--- src/rtl/pipelined_carry_adder.sv ---
// Pipelined ripple-chunk adder/subtractor. Each stage adds one CHUNK-bit slice
// and registers that slice's sum and carry. It also forwards the operands and
// the partial sum, so every transaction moves through the stages as one unit.
// All stages shift together when the output slot is free or is being drained.
// WIDTH must be a multiple of CHUNK.

module pca_stage #(
  parameter int WIDTH = 16,
  parameter int CHUNK = 4,
  parameter int K     = 0
) (
  input  logic             gclk,
  input  logic             grst_n,
  input  logic             adv,
  input  logic             vld_i,
  input  logic [WIDTH-1:0] a_i,
  input  logic [WIDTH-1:0] b_i,
  input  logic [WIDTH-1:0] sum_i,
  input  logic             c_i,
  output logic             vld_o,
  output logic [WIDTH-1:0] a_o,
  output logic [WIDTH-1:0] b_o,
  output logic [WIDTH-1:0] sum_o,
  output logic             c_o,
  output logic             ovf_o
);
  localparam int LO = K * CHUNK;

  logic [CHUNK:0]   part;
  logic             cmsb;
  logic [WIDTH-1:0] sum_n;

  // Slice add. Carry into the slice's top bit is recovered as sum^a^b at that bit.
  always_comb begin
    part  = {1'b0, a_i[LO +: CHUNK]} + {1'b0, b_i[LO +: CHUNK]} + {{CHUNK{1'b0}}, c_i};
    cmsb  = part[CHUNK-1] ^ a_i[LO+CHUNK-1] ^ b_i[LO+CHUNK-1];
    sum_n = sum_i;
    sum_n[LO +: CHUNK] = part[CHUNK-1:0];
  end

  // Stage register: shift on advance, hold otherwise. The last stage's ovf is the block's ovf.
  always_ff @(posedge gclk or negedge grst_n) begin
    if (!grst_n) begin
      vld_o <= 1'b0;
      a_o   <= '0;
      b_o   <= '0;
      sum_o <= '0;
      c_o   <= 1'b0;
      ovf_o <= 1'b0;
    end else if (adv) begin
      vld_o <= vld_i;
      a_o   <= a_i;
      b_o   <= b_i;
      sum_o <= sum_n;
      c_o   <= part[CHUNK];
      ovf_o <= cmsb ^ part[CHUNK];
    end
  end
endmodule

module pipelined_carry_adder #(
  parameter int WIDTH = 16,
  parameter int CHUNK = 4
) (
  input  logic             Clk,
  input  logic             Reset_n,
  input  logic             in_valid,
  output logic             in_ready,
  input  logic [WIDTH-1:0] x,
  input  logic [WIDTH-1:0] y,
  input  logic             cin,
  input  logic             sub,
  output logic             out_valid,
  input  logic             out_ready,
  output logic [WIDTH-1:0] s,
  output logic             cout,
  output logic             ovf
);
  localparam int STAGES = WIDTH / CHUNK;

  logic                        adv;
  logic [STAGES:0]             vld_pipe;
  logic [STAGES:0]             c_pipe;
  logic [STAGES:1]             ovf_pipe;
  logic [STAGES:0][WIDTH-1:0]  a_pipe;
  logic [STAGES:0][WIDTH-1:0]  b_pipe;
  logic [STAGES:0][WIDTH-1:0]  sum_pipe;
  logic                        unused;

  // Whole pipe moves whenever the output register is empty or being taken.
  assign adv      = !out_valid | out_ready;
  assign in_ready = adv;

  // Entry: subtract is x + ~y + 1, so cin is overridden in sub mode.
  assign vld_pipe[0] = in_valid;
  assign a_pipe[0]   = x;
  assign b_pipe[0]   = sub ? ~y : y;
  assign c_pipe[0]   = sub | cin;
  assign sum_pipe[0] = '0;

  for (genvar k = 0; k < STAGES; k++) begin : g_stg
    pca_stage #(.WIDTH(WIDTH), .CHUNK(CHUNK), .K(k)) u_stg (
      .gclk   (Clk),
      .grst_n (Reset_n),
      .adv    (adv),
      .vld_i  (vld_pipe[k]),
      .a_i    (a_pipe[k]),
      .b_i    (b_pipe[k]),
      .sum_i  (sum_pipe[k]),
      .c_i    (c_pipe[k]),
      .vld_o  (vld_pipe[k+1]),
      .a_o    (a_pipe[k+1]),
      .b_o    (b_pipe[k+1]),
      .sum_o  (sum_pipe[k+1]),
      .c_o    (c_pipe[k+1]),
      .ovf_o  (ovf_pipe[k+1])
    );
  end

  assign out_valid = vld_pipe[STAGES];
  assign s         = sum_pipe[STAGES];
  assign cout      = c_pipe[STAGES];
  assign ovf       = ovf_pipe[STAGES];

  // Operands past the last stage and intermediate slice ovf flags have no consumer.
  assign unused = ^{a_pipe[STAGES], b_pipe[STAGES], ovf_pipe};
endmodule
--- config.mk ---
export PLATFORM = sky130hd
export DESIGN_NAME = pipelined_carry_adder
export DESIGN_NICKNAME = d
export VERILOG_FILES = /design/src/rtl/pipelined_carry_adder.sv
export SDC_FILE = /design/constraint.sdc
export NUM_CORES = 1
export LEC_CHECK = 0
export ABC_AREA = 1
export ABC_CLOCK_PERIOD_IN_PS = 4400
export CORE_ASPECT_RATIO = 2
export CORE_UTILIZATION = 35
export DETAILED_ROUTE_END_ITERATION = 12
export HOLD_SLACK_MARGIN = 0.12
export PLACE_DENSITY = 0.61
export SYNTH_ARGS = -nofsm -noshare
export SYNTH_HDL_FRONTEND = slang
export SYNTH_SLANG_ARGS = --single-unit
--- constraint.sdc ---
create_clock -name Clk -period 4.4 [get_ports Clk]
set_input_delay 0.66 -clock Clk [delete_from_list [all_inputs] [get_ports Clk]]
set_output_delay 0.66 -clock Clk [all_outputs]
set_load 0.005 [all_outputs]
==> results of run 1 <==
==> through the flow <==
step | util | cell area [sq um]
3_3_place_gp | 0.404 | 5040
4_1_cts | 0.429 | 5350
2_1_floorplan | - | 4460
3_5_place_dp | 0.404 | 5040
5_1_grt | 0.429 | 5350
6_report | 0.429 | 5350
==> sequential cells by signal (all words and copies together) (netlist names) <==
signal / flops
g_stg.u_stg.a_o: 24
g_stg.u_stg.b_o: 24
g_stg.u_stg.c_o: 4
g_stg.u_stg.ovf_o: 1
g_stg.u_stg.sum_o: 40
g_stg.u_stg.vld_o: 4
==> worst paths after layout <==
kind,end,slack [ps]
max in group asynchronous,g_stg[0].u_stg.b_o[5]$_DFFE_PN0P_,3060
hold reg to reg,g_stg[3].u_stg.vld_o$_DFFE_PN0P_,470
setup / recovery,g_stg[0].u_stg.sum_o[1]$_DFFE_PN0P_,1980
hold / removal,g_stg[3].u_stg.sum_o[1]$_DFFE_PN0P_,440
setup reg to reg,g_stg[3].u_stg.ovf_o$_DFFE_PN0P_,2580
min in group Clk,g_stg[3].u_stg.vld_o$_DFFE_PN0P_,470
==> power groups by stage <==
| stage | clock [mW] | combinational (mW) | sequential [mW] |
|---|---|---|---|
| 6_report | 0.813 | 1.31 | 1.51 |
| 3_5_place_dp | 0 | 1.33 | 1.53 |
| 4_1_cts | 0.837 | 1.33 | 1.51 |
| 2_1_floorplan | 0 | 0.952 | 1.48 |
| 3_3_place_gp | 0 | 1.27 | 1.51 |
| 5_1_grt | 0.862 | 1.53 | 1.56 |
==> cells by family after synthesis <==
kind of cell | share of synthesized area
AND/OR/NAND/NOR | 0.201
buffers and inverters | 0.0763
AO/OA/AOI/OAI | 0.0715
flip-flops | 0.544
adder cells (fa/ha/maj) | 0.0696
XOR/XNOR | 0.0373
==> critical path, stage by stage <==
cell             delay (ps)
clkdlybuf4s50_1         390
buf_4                   220
or2_2                   330
fa_1                    390
inv_1                    90
fa_1                    420
o21ai_0                 160
==> per-layer routing <==
layer | share of wire | track usage | vias up
met5 | 0 | 0 | -
met4 | 0.030 | 0.0758 | 0
met3 | 0.023 | 0.0236 | 14
met2 | 0.54 | 0.240 | 45
met1 | 0.41 | 0.162 | 1492
li1 | - | - | 1587
==> final cells by class <==
cell class,count,area [sq um]
clock inverter,6,73.8
tap,150,188
fill,1262,7130
sequential,97,2430
timing repair buffer,61,598
multi-input combinational,324,1690
inverter,36,135
clock buffer,10,239
==> cells in the final DEF (no fill, tap or decap) <==
| master | synthesis | routed |
|---|---|---|
| clkbuf_16 | 0 | 9 |
| clkinv_4 | 0 | 3 |
| buf_4 | 8 | 5 |
| nor2_4 | 2 | 2 |
| dfrtp_1 | 97 | 97 |
| ha_1 | 12 | 12 |
| nor2_1 | 14 | 14 |
| o21ai_2 | 4 | 4 |
| or2_2 | 1 | 1 |
| a31oi_2 | 1 | 1 |
| nand3_1 | 10 | 10 |
| clkdlybuf4s50_1 | 0 | 56 |
| a21oi_1 | 5 | 5 |
| nand3b_1 | 3 | 3 |
| bufinv_16 | 0 | 1 |
| a21oi_2 | 3 | 3 |
| fa_1 | 8 | 8 |
| clkbuf_8 | 0 | 1 |
| nand2_1 | 198 | 198 |
| inv_2 | 1 | 1 |
| xor2_1 | 3 | 3 |
| inv_1 | 35 | 35 |
| o21ai_0 | 44 | 44 |
| inv_6 | 0 | 2 |
| xnor2_1 | 16 | 16 |
==> metrics, run 1 <==
layout cells sized above 1 0.0618; initial antenna violation count 0; vias post-DR 3138; Row Count 58; Layout area overhead 20.0%; Post-DP HPWL 5.55 mm; crit path max fanout 17; Wirelength per Cell 12.0 um; Post-CTS Setup Repair Bufs 0; FFs w/ async S/R, synth 1.00; GPL Wtd Cong 0.741; Post-synth EDFFs 0; Die ar. 0.0132 sq mm; Switch Pwr 1.28 mW; arrival time at the worst endpoint 2680 ps; Internal Dissipation 2.34 mW; top-area cell type share of the netlist area 0.544; Combinational Power Share 0.360; hold_buf cts 0; Worst Clk Skew 4.97 ps; remaining global-route overflow 0; initial core utilization 0.357; CP Launch Type primary input; final setup fails 0; total power 3.62 mW; H-tree depth 3; YS warnings 0; max-cap viol count 0; most frequent cell after synthesis nand2_1; final worst slack 1980 ps; Die Wd 81.8 um; Hold Fails Final Rpt 0; hold slack final 437 ps; CTS Buffer Depth 2; worst slew pin tran 993 ps; Core Box Area 0.0125 sq mm; worst hold path type in2async; Final Cycle Share 0.550; pre-CTS WS 1610 ps; WL final 8.23 mm; antenna cells 0; cell area after synthesis 0.00446 sq mm; Final Non-Filler Cells 684; Routed Antenna Nets 0; Starting DRT DRC Count 190; Synth Instances 480; CTS Sinks 97; RR Startpoint g_stg[2].u_stg.a_o[12]$_DFFE_PN0P_; Inserted Clock Buffers 9; vias per inst 4.59; register area share after synthesis 0.544; status completed; Post-Syn Nets 538; top_reg_cell synth dfrtp_1; Sw Share 0.354; DR DRC count 0; Worst Setup Path Type in2reg; Pwr per Cell Area 677 mW/mm^2; largest net degree at the start of global routing 111; placed insts 668; FF-to-FF path depth 10; Worst EP required 4660 ps; average cell area after synthesis 9.29 sq um; Slew headroom 0.338; first-pass GRT wire length 14.4 mm; first drt pass iteration count 4; Synth Register Bits 97; Clk pwr share 0.224; number of global-route vias before repair 3295; die span in y 162 um; clock slew at reported path FFs 70 ps; synth cell count leaders 198 x nand2_1, 97 x dfrtp_1, 44 x o21ai_0; Max Slew Vio Count 0; Net count, final 587; io pins 58; kind of end point of the critical path flop; Lkg Pwr 2.60 nW; TritonCTS clock tree built; clk_lat worst skew 340 ps; maximum vdd drop 0.427 mV; Tot GR Track Use 0.141; Flop pwr share 0.416; PortBufs 57; synth top area cells dfrtp_1 54%, nand2_1 17%, o21ai_0 4.9%, fa_1 3.6%, ha_1 3.4%; fmax 0.413 GHz; Root Buffer clkbuf_16; setup_tns 0 ps; synth unique cells 23; CTS resizes 0; cell taking the most area after synthesis dfrtp_1; Worst Setup SP sub; RSZ-0062 raised after global routing false; min Tclk post-route 2420 ps
(Power assumes the default switching activity.)
==> inputs of run 2 (changes only) <==
ABC_CLOCK_PERIOD_IN_PS = 1950   (was 4400)
PLACE_DENSITY = 0.63   (was 0.61)
clock period = 1.95 ns   (was 4.4 ns; I/O delays follow)
==> run 2 against run 1 <==
Against the previous run: clock power up 110%; power rose by 120%; setup slack got worse by 1800 ps; sequential share of layout area decreased by 0.36 points; final area up 0.79%; cell count increased by 0.29%; combinational power increased by 130%; die area unchanged.
==> metrics, run 2 (synthesized netlist as in run 1, its figures left out) <==
status completed (unchanged); GPL Wtd Cong 0.748 (was 0.741); remaining global-route overflow 0 (unchanged); antenna cells 0 (unchanged); io pins 58 (unchanged); first drt pass iteration count 4 (unchanged); PortBufs 57 (unchanged); fill count 1265 (was 1262); max-cap viol count 0 (unchanged); Starting DRT DRC Count 145 (was 190); DR DRC count 0 (unchanged); worst hold path type in2async (unchanged); Worst Clk Skew 5.12 ps (was 4.97 ps); maximum vdd drop 1.04 mV (was 0.427 mV); CTS Sinks 97 (unchanged); FF-to-FF path depth 10 (unchanged); Tot GR Track Use 0.139 (was 0.141); initial antenna violation count 0 (unchanged); CTS Buffer Depth 2 (unchanged); Hold Fails Final Rpt 0 (unchanged); Final Cycle Share 0.927; Max Slew Vio Count 0 (unchanged); most common cell after layout, fill and taps aside nand2_1 (unchanged); Worst EP required 2180 ps (was 4660 ps); Lkg Pwr 2.62 nW (was 2.60 nW); worst slew pin tran 416 ps (was 993 ps); vias per inst 4.56 (was 4.59); total power 8.05 mW (was 3.62 mW); clk_lat worst skew 340 ps (about the same); min Tclk post-route 1810 ps; Top Registers g_stg.u_stg.sum_o (40), g_stg.u_stg.a_o (24), g_stg.u_stg.b_o (24) (unchanged); Inserted Clock Buffers 9 (unchanged); Pwr per Cell Area 1490 mW/mm^2 (was 677 mW/mm^2); number of global-route vias before repair 3221 (was 3295); largest net degree at the start of global routing 111 (unchanged); arrival time at the worst endpoint 2030 ps (was 2680 ps); Die ar. 0.0132 sq mm (unchanged); TritonCTS clock tree built (unchanged); H-tree depth 3 (unchanged); layout cells sized above 1 0.0653 (was 0.0618); initial core utilization 0.357 (unchanged); fmax 0.553 GHz; Routed Antenna Nets 0 (unchanged); crit path max fanout 3 (was 17); first-pass GRT wire length 14.1 mm (was 14.4 mm); Net count, final 589 (was 587); Layout area overhead 21.0% (was 20.0%); vias post-DR 3125 (was 3138); WL final 8.07 mm (was 8.23 mm); Die Wd 81.8 um (unchanged); CP Launch Type flop (was primary input); Post-DP HPWL 5.62 mm (was 5.55 mm); Core Box Area 0.0125 sq mm (unchanged); clock slew at reported path FFs 70 ps (about the same); top register by number of flip-flops g_stg.u_stg.sum_o (unchanged); RSZ-0062 raised after global routing false (unchanged); kind of end point of the critical path flop (unchanged); final core occ 0.432 (was 0.429); Worst Setup Path Type reg2reg (was in2reg); Largest register FFs 40 (unchanged); Wirelength per Cell 11.8 um (was 12.0 um); Row Count 58 (unchanged); Root Buffer clkbuf_16 (unchanged); final setup fails 0 (unchanged); commonest non-fill, non-tap cells in the layout 198 x nand2_1, 97 x dfrtp_1, 55 x clkdlybuf4s50_1 (was 198 x nand2_1, 97 x dfrtp_1, 56 x clkdlybuf4s50_1); die span in y 162 um (unchanged); Slew headroom 0.723 (was 0.338)
run 2: final cells by class:
cell class / instances / area, sq um / area share
sequential: 97 / 2430 / 0.450
timing repair buffer: 63 / 659 / 0.122
inverter: 36 / 135 / 0.0250
clock inverter: 7 / 61.3 / 0.0114
tap: 150 / 188 / 0.0348
clock buffer: 9 / 225 / 0.0417
multi-input combinational: 324 / 1700 / 0.315
run 2: per-stage QoR:
stage                     instance area [sq um]  hold WS [ps]  instances  setup TNS (ps)  setup slack (ps)
after detailed placement                   5090           215        669           -1290              -347
after floorplan                            4460         -3.09        480               0              38.5
after global routing                       5400           423        686               0              4.60
after CTS                                  5380           387        686               0              15.6
final                                      5400           383        686               0               142
after global placement                     5090           213        669            -881              -269
run 2: worst paths after layout:
path,end,slack (ps),from
worst max-delay path,g_stg[3].u_stg.ovf_o$_DFFE_PN0P_,140,g_stg[2].u_stg.a_o[12]$_DFFE_PN0P_
max in group asynchronous,g_stg[3].u_stg.sum_o[11]$_DFFE_PN0P_,950,Reset_n
min in group Clk,g_stg[3].u_stg.vld_o$_DFFE_PN0P_,470,g_stg[2].u_stg.vld_o$_DFFE_PN0P_
worst min-delay path,g_stg[3].u_stg.sum_o[4]$_DFFE_PN0P_,380,Reset_n
worst max register to register,g_stg[3].u_stg.ovf_o$_DFFE_PN0P_,140,g_stg[2].u_stg.a_o[12]$_DFFE_PN0P_
worst min register to register,g_stg[3].u_stg.vld_o$_DFFE_PN0P_,470,g_stg[2].u_stg.vld_o$_DFFE_PN0P_
run 2: where the power goes:
group | switching, mW | leakage [nW] | internal (mW)
sequential | 0.478 | 1.17 | 2.91
clock | 0.796 | 0.135 | 0.892
combinational | 1.61 | 1.31 | 1.37
run 2: layer usage:
layer  global-route usage  vias up  part of all wire
met5                    0        -                 0
met4               0.0710        0             0.029
met3               0.0253       13             0.025
met2                0.240       42              0.53
met1                0.157     1489              0.42
li1                     -     1581                 -
run 2: critical path: stages (launching register included):
cell and delay [ps]:
dfrtp_1 400, fa_1 490, inv_1 100, fa_1 180
inv_1 50, nand3_1 120, nand3_1 90, nand2_1 110
inv_1 50, nand2_1 60, nand3_1 60
run 2: what timing repair did:
action / 4_1_cts / 5_1_grt
setup endpoints to repair: 0 / 4
buffers inserted: 0 / 0
resized for setup: 0 / 3
hold buffers: 1 / 0
hold endpoints to repair: 23 / 0
